<file path="config.mk">
export PLATFORM = sky130hd
export DESIGN_NAME = median_last_actor
export DESIGN_NICKNAME = d
export VERILOG_FILES = /design/src/rtl/median_last_actor.sv
export SDC_FILE = /design/constraint.sdc
export NUM_CORES = 1
export LEC_CHECK = 0
export BUFFER_PORTS_ARGS = -buffer_cell sky130_fd_sc_hd__buf_4
export CORE_MARGIN = 5
export CORE_UTILIZATION = 50
export DETAILED_ROUTE_END_ITERATION = 16
export MAX_ROUTING_LAYER = met4
export PLACE_DENSITY_LB_ADDON = 0.15
export SETUP_SLACK_MARGIN = 0.15
export SYNTH_ARGS = -nofsm -noshare
export SYNTH_HDL_FRONTEND = slang
export SYNTH_SLANG_ARGS = --single-unit
</file>
<file path="constraint.sdc">
create_clock -name clock -period 16.4 [get_ports clock]
set_clock_uncertainty 0.1 [all_clocks]
set_input_delay 2.46 -clock clock [delete_from_list [all_inputs] [get_ports clock]]
set_output_delay 2.46 -clock clock [all_outputs]
set_load 0.01 [all_outputs]
</file>
<file path="src/rtl/median_last_actor.sv">
`default_nettype none
// ============================================================================
//  Module   : median_last_actor
//  Brief    : Terminal median stage; buffers residual pixels and picks the
//             pixel of the requested rank by parallel rank counting.
//  Revision : 1.0
// ============================================================================
module median_last_actor #(
   parameter int MAX_BUFF       = 16,
   parameter int BUFF_SIZE_BIT  = $clog2(MAX_BUFF) + 1,
   parameter int AVERAGE_SECOND = 0
) (
   input  logic                     clock,
   input  logic                     reset,
   input  logic [7:0]               in_px,
   output logic                     in_px_rd,
   input  logic                     in_px_empty,
   input  logic [7:0]               in_pivot,
   output logic                     in_pivot_rd,
   input  logic                     in_pivot_empty,
   input  logic [BUFF_SIZE_BIT-1:0] in_buff_size,
   output logic                     in_buff_size_rd,
   input  logic                     in_buff_size_empty,
   input  logic [BUFF_SIZE_BIT-1:0] in_median_pos,
   output logic                     in_median_pos_rd,
   input  logic                     in_median_pos_empty,
   input  logic [7:0]               in_second_median_value,
   output logic                     in_second_median_value_rd,
   input  logic                     in_second_median_value_empty,
   output logic [7:0]               out_median,
   output logic                     out_median_wr,
   input  logic                     out_median_full
);

   localparam int IDX_W = (MAX_BUFF > 1) ? $clog2(MAX_BUFF) : 1;
   localparam logic [BUFF_SIZE_BIT-1:0] c_max_buff = BUFF_SIZE_BIT'(MAX_BUFF);
   localparam logic [BUFF_SIZE_BIT-1:0] c_one      = BUFF_SIZE_BIT'(1);
   localparam logic [IDX_W-1:0]         c_idx_one  = IDX_W'(1);

   typedef enum logic [1:0] {
      ST_IDLE   = 2'd0,
      ST_FILL   = 2'd1,
      ST_SELECT = 2'd2,
      ST_OUT    = 2'd3
   } state_t;

   state_t                   r_state;
   logic [7:0]               r_buf [MAX_BUFF];
   logic [7:0]               r_second;
   logic [7:0]               r_median;
   logic [BUFF_SIZE_BIT-1:0] r_n;
   logic [BUFF_SIZE_BIT-1:0] r_k;
   logic [BUFF_SIZE_BIT-1:0] r_issued;
   logic [BUFF_SIZE_BIT-1:0] r_cnt;
   logic [IDX_W-1:0]         r_cand;
   logic                     r_px_vld;

   logic                     w_tok_avail;
   logic                     w_tok_take;
   logic                     w_buf_we;
   logic [BUFF_SIZE_BIT-1:0] w_m;
   logic [BUFF_SIZE_BIT-1:0] w_k1;
   logic [BUFF_SIZE_BIT-1:0] w_rank;
   logic [BUFF_SIZE_BIT-1:0] w_lt;
   logic [BUFF_SIZE_BIT-1:0] w_eq;
   logic [7:0]               w_cand_px;
   logic                     w_hit;

   // Optional rounding average with the companion value, done in 9 bits.
   function automatic logic [7:0] final_value(input logic [7:0] v, input logic [7:0] s);
      logic [8:0] sum;
      sum = {1'b0, v} + {1'b0, s} + 9'd1;
      return (AVERAGE_SECOND != 0) ? sum[8:1] : v;
   endfunction

   // All four control tokens are taken together, never one at a time.
   assign w_tok_avail = ~in_pivot_empty & ~in_buff_size_empty &
                        ~in_median_pos_empty & ~in_second_median_value_empty;
   assign w_tok_take  = reset & (r_state == ST_IDLE) & w_tok_avail;

   assign in_pivot_rd               = w_tok_take;
   assign in_buff_size_rd           = w_tok_take;
   assign in_median_pos_rd          = w_tok_take;
   assign in_second_median_value_rd = w_tok_take;

   assign in_px_rd      = (r_state == ST_FILL) & ~in_px_empty & (r_issued < r_n);
   assign out_median_wr = (r_state == ST_OUT) & ~out_median_full;
   assign out_median    = r_median;

   assign w_buf_we  = (r_state == ST_FILL) & r_px_vld & (r_cnt < c_max_buff);
   assign w_m       = (r_n > c_max_buff) ? c_max_buff : r_n;
   assign w_k1      = (r_k == '0) ? c_one : r_k;
   assign w_rank    = ((w_k1 > w_m) ? w_m : w_k1) - c_one;
   assign w_cand_px = r_buf[r_cand];

   // Rank of the current candidate against every valid buffer entry.
   always_comb begin
      w_lt = '0;
      w_eq = '0;
      for (int j = 0; j < MAX_BUFF; j++) begin
         if (BUFF_SIZE_BIT'(j) < w_m) begin
            if (r_buf[j] < w_cand_px)  w_lt = w_lt + c_one;
            if (r_buf[j] == w_cand_px) w_eq = w_eq + c_one;
         end
      end
   end

   assign w_hit = (w_lt <= w_rank) && (w_rank < (w_lt + w_eq));

   always_ff @(posedge clock) begin
      if (w_buf_we) r_buf[r_cnt[IDX_W-1:0]] <= in_px;
   end

   always_ff @(posedge clock or negedge reset) begin
      if (!reset) begin
         r_state  <= ST_IDLE;
         r_second <= '0;
         r_median <= '0;
         r_n      <= '0;
         r_k      <= '0;
         r_issued <= '0;
         r_cnt    <= '0;
         r_cand   <= '0;
         r_px_vld <= 1'b0;
      end else begin
         r_px_vld <= in_px_rd & ~in_px_empty;
         case (r_state)
            ST_IDLE: begin
               if (w_tok_take) begin
                  r_n      <= in_buff_size;
                  r_k      <= in_median_pos;
                  r_second <= in_second_median_value;
                  r_issued <= '0;
                  r_cnt    <= '0;
                  if (in_buff_size == '0) begin
                     r_median <= final_value(in_pivot, in_second_median_value);
                     r_state  <= ST_OUT;
                  end else begin
                     r_state  <= ST_FILL;
                  end
               end
            end
            ST_FILL: begin
               if (in_px_rd) r_issued <= r_issued + c_one;
               // Pixels past the buffer capacity are counted but dropped.
               if (r_px_vld) begin
                  r_cnt <= r_cnt + c_one;
                  if ((r_cnt + c_one) == r_n) begin
                     r_cand  <= '0;
                     r_state <= ST_SELECT;
                  end
               end
            end
            ST_SELECT: begin
               if (w_hit) begin
                  r_median <= final_value(w_cand_px, r_second);
                  r_state  <= ST_OUT;
               end else begin
                  r_cand   <= r_cand + c_idx_one;
               end
            end
            ST_OUT: begin
               if (!out_median_full) r_state <= ST_IDLE;
            end
            default: r_state <= ST_IDLE;
         endcase
      end
   end

endmodule
`default_nettype wire
</file>
==> results of run 1 <==
==> area by class of cell <==
type	count	area share
clock buffers	21	0.0295
well taps	378	0.0289
flip-flops and latches	163	0.288
clock inverters	11	0.00542
repair buffers	119	0.0599
multi-input cells	1094	0.574
inverters	63	0.0144
==> cell families (layout without fill, tap and decap cells) <==
| kind of cell | after synthesis | in the layout |
|---|---|---|
| AOI/OAI and AO/OA | 298 | 298 |
| DFF | 163 | 163 |
| adders and majority gates | 193 | 193 |
| muxes | 82 | 82 |
| xor gates and xnor gates | 115 | 115 |
| and+or+nand+nor | 406 | 406 |
| buffers and inverters | 101 | 214 |
==> stage by stage <==
step | setup TNS [ns] | cell area [µm²]
global placement | -1.42 | 15300
finish | 0 | 16400
detailed placement | -4.04 | 15300
CTS | 0 | 16000
global route | 0 | 16400
floorplan | 0 | 14200
==> state kept, by name, indices dropped and copies added (netlist names) <==
register and cells:
r_buf 128, out_median 8, r_cnt 5, r_issued 5, r_k 5, r_n 5, r_cand 4, r_state 2
r_px_vld 1
==> Yosys cell counts (all sizes together), types with 23 or more instances <==
library cell,instances
xor2,38
nand3,26
nand4,50
a21o,23
mux2,25
xnor2,67
nor3,39
dfrtp,35
a21oi,77
nand2,94
o21ai,53
nor2b,29
o21a,23
edfxtp,128
inv,63
mux2i,41
ha,192
nor2,70
==> how the worst max path moves through the flow <==
stage,from,endpoint,slack [ns],depth (start not counted)
3_3_place_gp,r_cand[0]$_DFFE_PN0P_,out_median[6]$_DFFE_PN0P_,-0.16,72
2_1_floorplan,r_cand[0]$_DFFE_PN0P_,out_median[0]$_DFFE_PN0P_,0.29,74
4_1_cts,r_cand[0]$_DFFE_PN0P_,out_median[0]$_DFFE_PN0P_,0.18,74
5_1_grt,r_cand[0]$_DFFE_PN0P_,out_median[6]$_DFFE_PN0P_,0.04,72
6_report,r_cand[0]$_DFFE_PN0P_,out_median[0]$_DFFE_PN0P_,0.91,72
3_5_place_dp,r_cand[0]$_DFFE_PN0P_,out_median[6]$_DFFE_PN0P_,-0.41,72
==> metal layers <==
layer / GRT usage / routed length [µm] / up-vias
met1: 0.352 / 18000 / 5507
met4: 0.0622 / 847 / 0
met5: - / 0 / -
met2: 0.410 / 18700 / 360
met3: 0.0267 / 2090 / 64
li1: - / - / 5395
==> timing repair <==
item,in CTS,in global routing
buffers inserted,4,20
gates resized for setup,20,50
hold buffers,0,0
gates cloned,0,1
endpoints found under the hold margin,0,0
setup endpoints to repair,14,14
pin swaps,1,20
==> critical path, delay by kind of cell, from the launching register on <==
family	cells	cell delay, ns
flops	1	0.48
xor+xnor	6	1.17
mux	7	2.15
buf+inv	7	0.92
fa+ha+maj	18	5.43
simple gates	14	2.06
compound gates	20	2.99
==> cell usage in the layout, fill, tap and decap left out, types with 20 or more instances in the layout <==
cell type / instances
xor2_1: 35
nand4_1: 49
edfxtp_1: 128
nor2_1: 66
mux2_2: 25
a21o_1: 23
nand3_1: 25
nor2b_1: 27
nor3_1: 33
dfrtp_1: 33
mux2i_1: 33
buf_4: 111
nand2_1: 92
o21a_1: 23
o21ai_0: 45
xnor2_1: 58
clkbuf_16: 20
a21oi_1: 69
inv_1: 61
ha_1: 189
==> impl_results.md, run 1 <==
* Setup slack, reg-to-reg at 0.91 ns
* Fin. Hold Viols at 0
* Post-Layout Cell Count at 1849
* Area share of the largest cell type after synthesis at 0.272
* Global-route wire length before repair at 60900 µm
* # diodes at 0
* CP max-delay cell: dfrtp_2
* CTS Root Cell: clkbuf_16
* Syn nets at 1593
* Largest family of logic cells by synthesized area: adder cells
* CTS tree: yes
* Flops & latches, synth at 163
* Compound-cell area share of the yosys netlist at 0.143
* Tot GR Track Use at 0.256
* Detail Route Antenna Nets at 0
* Routed len/inst at 21.5 µm
* Worst-path clk slew at 0.07 ns
* H-tree Lvls at 4
* RSZ-0062 raised after global routing: false
* Min-Delay Path Class: reg -> reg
* Total area of sequential cells at 4720 µm²
* Die ar. at 31700 µm²
* Fin util at 0.588
* Top FF cell, synth: edfxtp_1
* Number of synthesized flops with an enable pin at 128
* Input/output buffers at 47
* Share of post-route cells with drive strength above 1 at 0.197
* Initial antenna violation count at 0
* Crit-path max FO at 12
* Critical Path Most Common Cell: ha_1
* # fillers at 2374
* Initial Util at 0.507
* Setup WS post-layout at 0.910 ns
* Fin Hold WS at 0.404 ns
* DR vias/cell at 6.13
* First-pass DRT Iterations at 5
* Worst-margin pin slew at 1.26 ns
* Fraction of registers with async set or reset after synthesis at 0.215
* Vias in the first global route at 11000
* Syn Std Cell Area at 14100 µm²
* Remaining DRCs at 0
* Post-synthesis sequential area ratio at 0.334
* Slew Limit Fails at 0
* Worst-case reg-to-reg path depth at 72
* Clock Path Buffers at 2
* Die width at 178 µm
* FP Rows at 61
* Mux cell area share after synthesis at 0.0745
* YS warnings at 0
* Data arrival, critical path at 15.70 ns
* Gr ovfl total at 0
* Mean Syn Cell Area at 10.4 µm²
* CTS sink count at 163
* Top Ports at 56
* Global placer's final weighted congestion at 0.925
* Area Overhead vs Synth at 15.9%
* Pre-CTS WS at -0.408 ns
* Xor/xnor share of the synthesized area at 0.0936
* Outcome: finished clean
* Final min period at 15.49 ns
* Fmax at 64.6 MHz
* Synth Area in Simple Gates at 0.155
* Iter 0 DRT Violations at 834
* Die Y at 178 µm
* Core Footprint at 27900 µm²
* Relative slew slack at 0.150
* Post-synth top area cell: edfxtp_1
* Post-DP HPWL at 30300 µm
* Max-cap violations at 0
* Post-synth cell types at 98
* Setup crit end kind: flop
* Hold depth at 2
* Synth Area in Adders at 0.171
* Clk_lat worst skew at 0.43 ns
* Final worst path period share at 0.945
* Worst Hold End: r_k[0]$_DFFE_PN0P_
* Critical Path RT at 16.61 ns
* Reg-to-reg startpoint: r_cand[0]$_DFFE_PN0P_
* Largest net degree at the start of global routing at 37
* R2r endpoint: out_median[0]$_DFFE_PN0P_
* NumNets Final at 1693
* Area occupied by multi-input gates at 9390 µm²
* Mapped Cells at 1358
* Setup CP Type: reg -> reg
* Largest cells by area after synthesis: edfxtp_1, ha_1, dfrtp_1
* Vias at 11300
* Hold_sp: r_k[0]$_DFFE_PN0P_
* Total CTS buffers at 17
* Startpoint types: flop
* Post-Place Cells at 1792
* Final setup violation count at 0
* Critical path's largest stage delay at 0.48 ns
* Total Wirelength at 39700 µm
Power of run 1 is not shown: default switching activity piles up to over one toggle a cycle in this logic, so the estimate is an artifact.
==> inputs of run 2 (changes only) <==
--- a/config.mk
+++ b/config.mk
@@ -5,7 +5,7 @@
 export SDC_FILE = /design/constraint.sdc
 export NUM_CORES = 1
 export LEC_CHECK = 0
-export BUFFER_PORTS_ARGS = -buffer_cell sky130_fd_sc_hd__buf_4
+export BUFFER_PORTS_ARGS = -buffer_cell sky130_fd_sc_hd__buf_2
 export CORE_MARGIN = 5
 export CORE_UTILIZATION = 50
 export DETAILED_ROUTE_END_ITERATION = 16
==> run 2 against run 1 <==
Cell area is 0.61% lower; count of clock-buffer cells in the layout stayed put; critical path depth is 1 lower; wire length is 1.1% lower; die area stayed put; fmax is 0.47% higher; setup slack better by 0.072 ns; utilization is 0.36 points lower; cell count is 0.32% higher; first-iteration DRC count is 2.4% higher; global-route usage is 0.24 points lower.
==> impl_results.md, run 2 (synthesis results as in run 1) <==
* Setup crit end kind: flop
* Min-Delay Path Class: reg -> reg
* Clock Path Buffers at 2 (unchanged)
* Vias in the first global route at 11000 (-0.082%)
* R2r endpoint: out_median[7]$_DFFE_PN0P_
* Reg-to-reg startpoint: r_cand[0]$_DFFE_PN0P_
* Tot GR Track Use at 0.253 (-0.00236)
* Commonest non-fill, non-tap cell in the layout: ha_1
* Core Footprint at 27900 µm² (unchanged)
* CP Launch Point: r_cand[0]$_DFFE_PN0P_
* Final worst path period share at 0.940 (-0.00441)
* Die Y at 178 µm (unchanged)
* Input/output buffers at 47 (unchanged)
* Die ar. at 31700 µm² (unchanged)
* Routed len/inst at 21.1 µm (-1.4%)
* Total CTS buffers at 17 (unchanged)
* Share of post-route cells with drive strength above 1 at 0.195 (-0.00202)
* Post-Layout Cell Count at 1855 (+0.32%)
* Worst-path clk slew at 0.07 ns (about the same)
* Most frequent cells in the layout: ha_1, edfxtp_1, nand2_1
* CTS tree: yes
* Total Wirelength at 39200 µm (-1.1%)
* Remaining DRCs at 0 (unchanged)
* Worst-case reg-to-reg path depth at 71 (-1.4%)
* Global placer's final weighted congestion at 0.937 (+1.2%)
* Startpoint types: flop
* Met1 track demand over resource at 0.334 (-0.0175)
* Worst-margin pin slew at 1.24 ns (-0.0247 ns)
* Post-Place Cells at 1789 (-0.17%)
* Max-cap violations at 0 (unchanged)
* Cell count along the critical path at 71 (-1.4%)
* Gr ovfl total at 0 (unchanged)
* CP max-delay cell: mux4_2
* Critical Path RT at 16.62 ns (about the same)
* Outcome: finished clean
* Setup slack, reg-to-reg at 0.98 ns (+0.07 ns)
* Top Ports at 56 (unchanged)
* RSZ-0062 raised after global routing: false
* H-tree Lvls at 4 (unchanged)
* Area Overhead vs Synth at 15.2%
* Met2 layer usage reported by global route at 0.407 (-0.00301)
* Largest net degree at the start of global routing at 37 (unchanged)
* Data arrival, critical path at 15.64 ns (-0.06 ns)
* NumNets Final at 1698 (+0.30%)
* Detail Route Antenna Nets at 0 (unchanged)
* Met3 track demand over resource at 0.0367 (+0.00996)
* Initial antenna violation count at 0 (unchanged)
* Crit-path max FO at 8 (-4)
* Final setup violation count at 0 (unchanged)
* Crit path max-delay family: adder cells
* Die width at 178 µm (unchanged)
* Worst Setup EP: out_median[7]$_DFFE_PN0P_
* Critical Path Most Common Cell: ha_1
* GRT Max-Usage Layer: met2
* FP Rows at 61 (unchanged)
* Setup CP Type: reg -> reg
* Fin. Hold Viols at 0 (unchanged)
* CTS sink count at 163 (unchanged)
* Slew Limit Fails at 0 (unchanged)
* Hold_buf cts at 0 (unchanged)
* # fillers at 2339 (-1.5%)
* Relative slew slack at 0.167 (+0.0166)
* Critical path's largest stage delay at 0.55 ns (+0.07 ns)
* Iter 0 DRT Violations at 854 (+2.4%)
* Global-route wire length before repair at 60500 µm (-0.63%)
* Fmax at 64.9 MHz (+0.47%)
* Clk_lat worst skew at 0.43 ns (about the same)
* DR vias/cell at 6.09 (-0.56%)
* WP buf/inv at 8 (+1)
* First-pass DRT Iterations at 5 (unchanged)
* CTS Root Cell: clkbuf_16
* Post-DP HPWL at 30000 µm (-0.88%)
* Max reg flops at 128 (unchanged)
* Initial Util at 0.507 (unchanged)
* Final min period at 15.42 ns (-0.0723 ns)
* Vias at 11300 (-0.24%)
* Hold depth at 2 (unchanged)
-- run 2: worst min-delay path by stage --
stage | endpoint | startpoint
2_1_floorplan | r_k[0]$_DFFE_PN0P_ | r_k[0]$_DFFE_PN0P_
3_3_place_gp | r_k[0]$_DFFE_PN0P_ | r_k[0]$_DFFE_PN0P_
3_5_place_dp | r_k[0]$_DFFE_PN0P_ | r_k[0]$_DFFE_PN0P_
4_1_cts | r_k[0]$_DFFE_PN0P_ | r_k[0]$_DFFE_PN0P_
5_1_grt | r_k[0]$_DFFE_PN0P_ | r_k[0]$_DFFE_PN0P_
6_report | r_k[0]$_DFFE_PN0P_ | r_k[0]$_DFFE_PN0P_
-- run 2: tightest hold or removal path: cells and delay by family (launching register included) --
family,cells,cell delay [ns]
and+or+nand+nor,2,0.12
DFF,1,0.35
-- run 2: metrics by stage --
step	TNS, ns	hold WS [ns]	cell area, µm²	util	setup WS [ns]
final	0	0.386	16300	0.584	0.982
after global placement	-0.347	0.364	15100	0.543	-0.0443
after floorplan	0	0.346	14200	-	0.290
after detailed placement	-1.78	0.370	15100	0.543	-0.204
after CTS	0	0.387	15800	0.568	0.288
after global routing	0	0.400	16300	0.584	0.117
-- run 2: area by class of cell --
type                    instances  area [µm²]  share of cell area
inverters                      63         236              0.0145
diodes                          1        2.50            0.000154
clock inverters                11         114             0.00700
repair buffers                124         883              0.0543
well taps                     378         473              0.0291
clock buffers                  21         493              0.0303
multi-input cells            1094        9350               0.575
flip-flops and latches        163        4720               0.290
-- run 2: what timing repair did --
action,in CTS,in global routing
buffers inserted,4,28
cloned,0,1
endpoints found under the setup margin,12,14
resized for setup,14,50
pin swaps,2,23
-- run 2: routing by layer --
metal,vias up,share of wire
met4,0,0.025
met5,-,0
met1,5476,0.45
met3,80,0.049
li1,5407,-
met2,336,0.47
Power of run 2 is left out for the same reason.
==> inputs of run 3 (changes only) <==
==> constraint.sdc (replaced) <==
create_clock -name clock -period 15.6 [get_ports clock]
set_clock_uncertainty 0.1 [all_clocks]
set_input_delay 2.34 -clock clock [delete_from_list [all_inputs] [get_ports clock]]
set_output_delay 2.34 -clock clock [all_outputs]
set_load 0.01 [all_outputs]
==> run 3 against run 2 <==
Worst hold slack better by 0.0073 ns; critical endpoint is now out_median[0]$_DFFE_PN0P_; global-route usage up 0.87 points; die area unchanged; via count up 3.5%; non-clock buffer count up 105; sequential share of layout area decreased by 1.9 points; count of clock-buffer cells in the layout up 6; largest cell class unchanged; cell area is 7.1% higher; sequential cell count is the same.
==> impl_results.md, run 3 (synthesis results as in run 1) <==
* Outcome: finished clean
* Hold_buf cts at 0 (unchanged)
* Critical Path Most Common Cell: ha_1
* Final min period at 15.14 ns (-0.279 ns)
* Worst-margin pin slew at 1.25 ns (+0.0114 ns)
* Global placer's final weighted congestion at 0.902 (-3.7%)
* Met3 WL at 2470 µm (+28%)
* Crit-path max FO at 8 (unchanged)
* Most frequent cells in the layout: ha_1, buf_4, edfxtp_1
* Initial antenna violation count at 0 (unchanged)
* Startpoint types: flop
* Relative slew slack at 0.159 (-0.00767)
* Routed len/inst at 20.8 µm (-1.7%)
* Largest net degree at the start of global routing at 37 (unchanged)
* First-pass DRT Iterations at 5 (unchanged)
* Fin. Hold Viols at 0 (unchanged)
* Die Y at 178 µm (unchanged)
* Worst-path clk slew at 0.06 ns (about the same)
* Critical path's largest stage delay at 0.59 ns (+0.04 ns)
* Clk_lat worst skew at 0.43 ns (about the same)
* Pre-CTS WS at -0.411 ns (-0.208 ns)
* Max reg flops at 128 (unchanged)
* Min-Delay Path Class: reg -> reg
* Final setup violation count at 0 (unchanged)
* Global-route wire length before repair at 62400 µm (+3.0%)
* Top Layer Used: met4
* Remaining DRCs at 0 (unchanged)
* Tot GR Track Use at 0.262 (+0.00871)
* Core Footprint at 27900 µm² (unchanged)
* Iter 0 DRT Violations at 813 (-4.8%)
* RSZ-0062 raised after global routing: true
* M1 wire length at 17400 µm (-1.6%)
* Die width at 178 µm (unchanged)
* Die ar. at 31700 µm² (unchanged)
* Setup crit end kind: flop
* NumNets Final at 1803 (+6.2%)
* Vias in the first global route at 11400 (+4.2%)
* Post-route cell area at 17400 µm² (+7.1%)
* Input/output buffers at 47 (unchanged)
* Hold depth at 2 (unchanged)
* Share of post-route cells with drive strength above 1 at 0.264 (+0.0686)
* Setup CP Type: reg -> reg
* DR vias/cell at 5.97 (-2.0%)
* Total Wirelength at 40700 µm (+3.9%)
* Fin util at 0.626 (+0.0412)
* # diodes at 0 (-1)
* Dpl cell area at 15900 µm² (+5.0%)
* Clock Path Buffers at 2 (unchanged)
* Slew Limit Fails at 0 (unchanged)
* Top Ports at 56 (unchanged)
* Commonest non-fill, non-tap cell in the layout: ha_1
* Initial Util at 0.507 (unchanged)
* Vias at 11700 (+3.5%)
* Met2 routed WL at 19400 µm (+4.2%)
* Worst Hold End: r_k[0]$_DFFE_PN0P_
* Gr ovfl total at 0 (unchanged)
* Hold_sp: r_k[0]$_DFFE_PN0P_
* Area Overhead vs Synth at 23.3%
* Fin Hold WS at 0.393 ns (+0.00727 ns)
* Fmax at 66.1 MHz (+1.8%)
* Critical Path RT at 15.81 ns (-0.81 ns)
* Post-DP HPWL at 30500 µm (+1.5%)
* CTS Root Cell: clkbuf_16
* Detail Route Antenna Nets at 0 (unchanged)
* CTS tree: yes
* Worst-case reg-to-reg path depth at 74 (+4.2%)
* Setup slack, reg-to-reg at 0.46 ns (-0.52 ns)
* CP max-delay cell: mux4_2
* # fillers at 2268 (-3.0%)
* R2r endpoint: out_median[0]$_DFFE_PN0P_
* CTS sink count at 163 (unchanged)
* Total CTS buffers at 17 (unchanged)
* FP Rows at 61 (unchanged)
* Reg-to-reg startpoint: r_cand[0]$_DFFE_PN0P_
* Max-cap violations at 0 (unchanged)
* Setup WS post-layout at 0.461 ns (-0.521 ns)
* H-tree Lvls at 4 (unchanged)
* Final worst path period share at 0.970 (+0.0303)
* Data arrival, critical path at 15.35 ns (-0.29 ns)
-- run 3: metal layers --
| layer | vias to the layer above | global-route usage |
|---|---|---|
| met5 | - | - |
| met4 | 0 | 0.0944 |
| met3 | 85 | 0.0451 |
| met2 | 355 | 0.421 |
| met1 | 5642 | 0.336 |
| li1 | 5614 | - |
-- run 3: worst max-delay path by stage --
stage                     startpoint                        end  slack [ns]  depth (start not counted)
4_1_cts        r_cand[0]$_DFFE_PN0P_     r_state[1]$_DFFE_PN0P_        0.16                         71
3_3_place_gp   r_cand[0]$_DFFE_PN0P_  out_median[6]$_DFFE_PN0P_       -0.29                         74
5_1_grt        r_cand[0]$_DFFE_PN0P_  out_median[0]$_DFFE_PN0P_       -0.17                         79
2_1_floorplan  r_cand[0]$_DFFE_PN0P_  out_median[0]$_DFFE_PN0P_        0.18                         72
3_5_place_dp   r_cand[0]$_DFFE_PN0P_  out_median[1]$_DFFE_PN0P_       -0.41                         70
6_report       r_cand[0]$_DFFE_PN0P_  out_median[0]$_DFFE_PN0P_        0.46                         74
-- run 3: through the flow --
| step | setup TNS, ns | std cells |
|---|---|---|
| 3_3_place_gp | -2.69 | 1885 |
| 2_1_floorplan | 0 | 1358 |
| 5_1_grt | -1.54 | 1959 |
| 3_5_place_dp | -3.83 | 1885 |
| 4_1_cts | 0 | 1934 |
| 6_report | 0 | 1959 |
-- run 3: repair_timing --
action	in CTS	in global routing
endpoints found under the hold margin	0	0
pin swaps	16	62
buffers inserted	16	24
cloned	1	1
resized for setup	23	101
setup endpoints to repair	14	14
-- run 3: layout make-up --
type                       count  area (µm²)  area share
clock buffer                  27         547      0.0314
sequential                   163        4720       0.271
tap                          378         473      0.0271
inverter                      63         236      0.0136
clock inverter                 5        37.5     0.00215
timing repair buffer         229        1730      0.0993
multi-input combinational   1094        9680       0.556
-- run 3: critical path: cells and delay by family (launching register included) --
family / cells / cell delay (ns)
xor gates and xnor gates: 6 / 1.15
muxes: 7 / 2.00
AOI/OAI and AO/OA: 18 / 3.45
adders and majority gates: 17 / 4.66
buffers and inverters: 14 / 1.68
and+or+nand+nor: 12 / 1.42
DFF: 1 / 0.47
Power of run 3 is left out for the same reason.
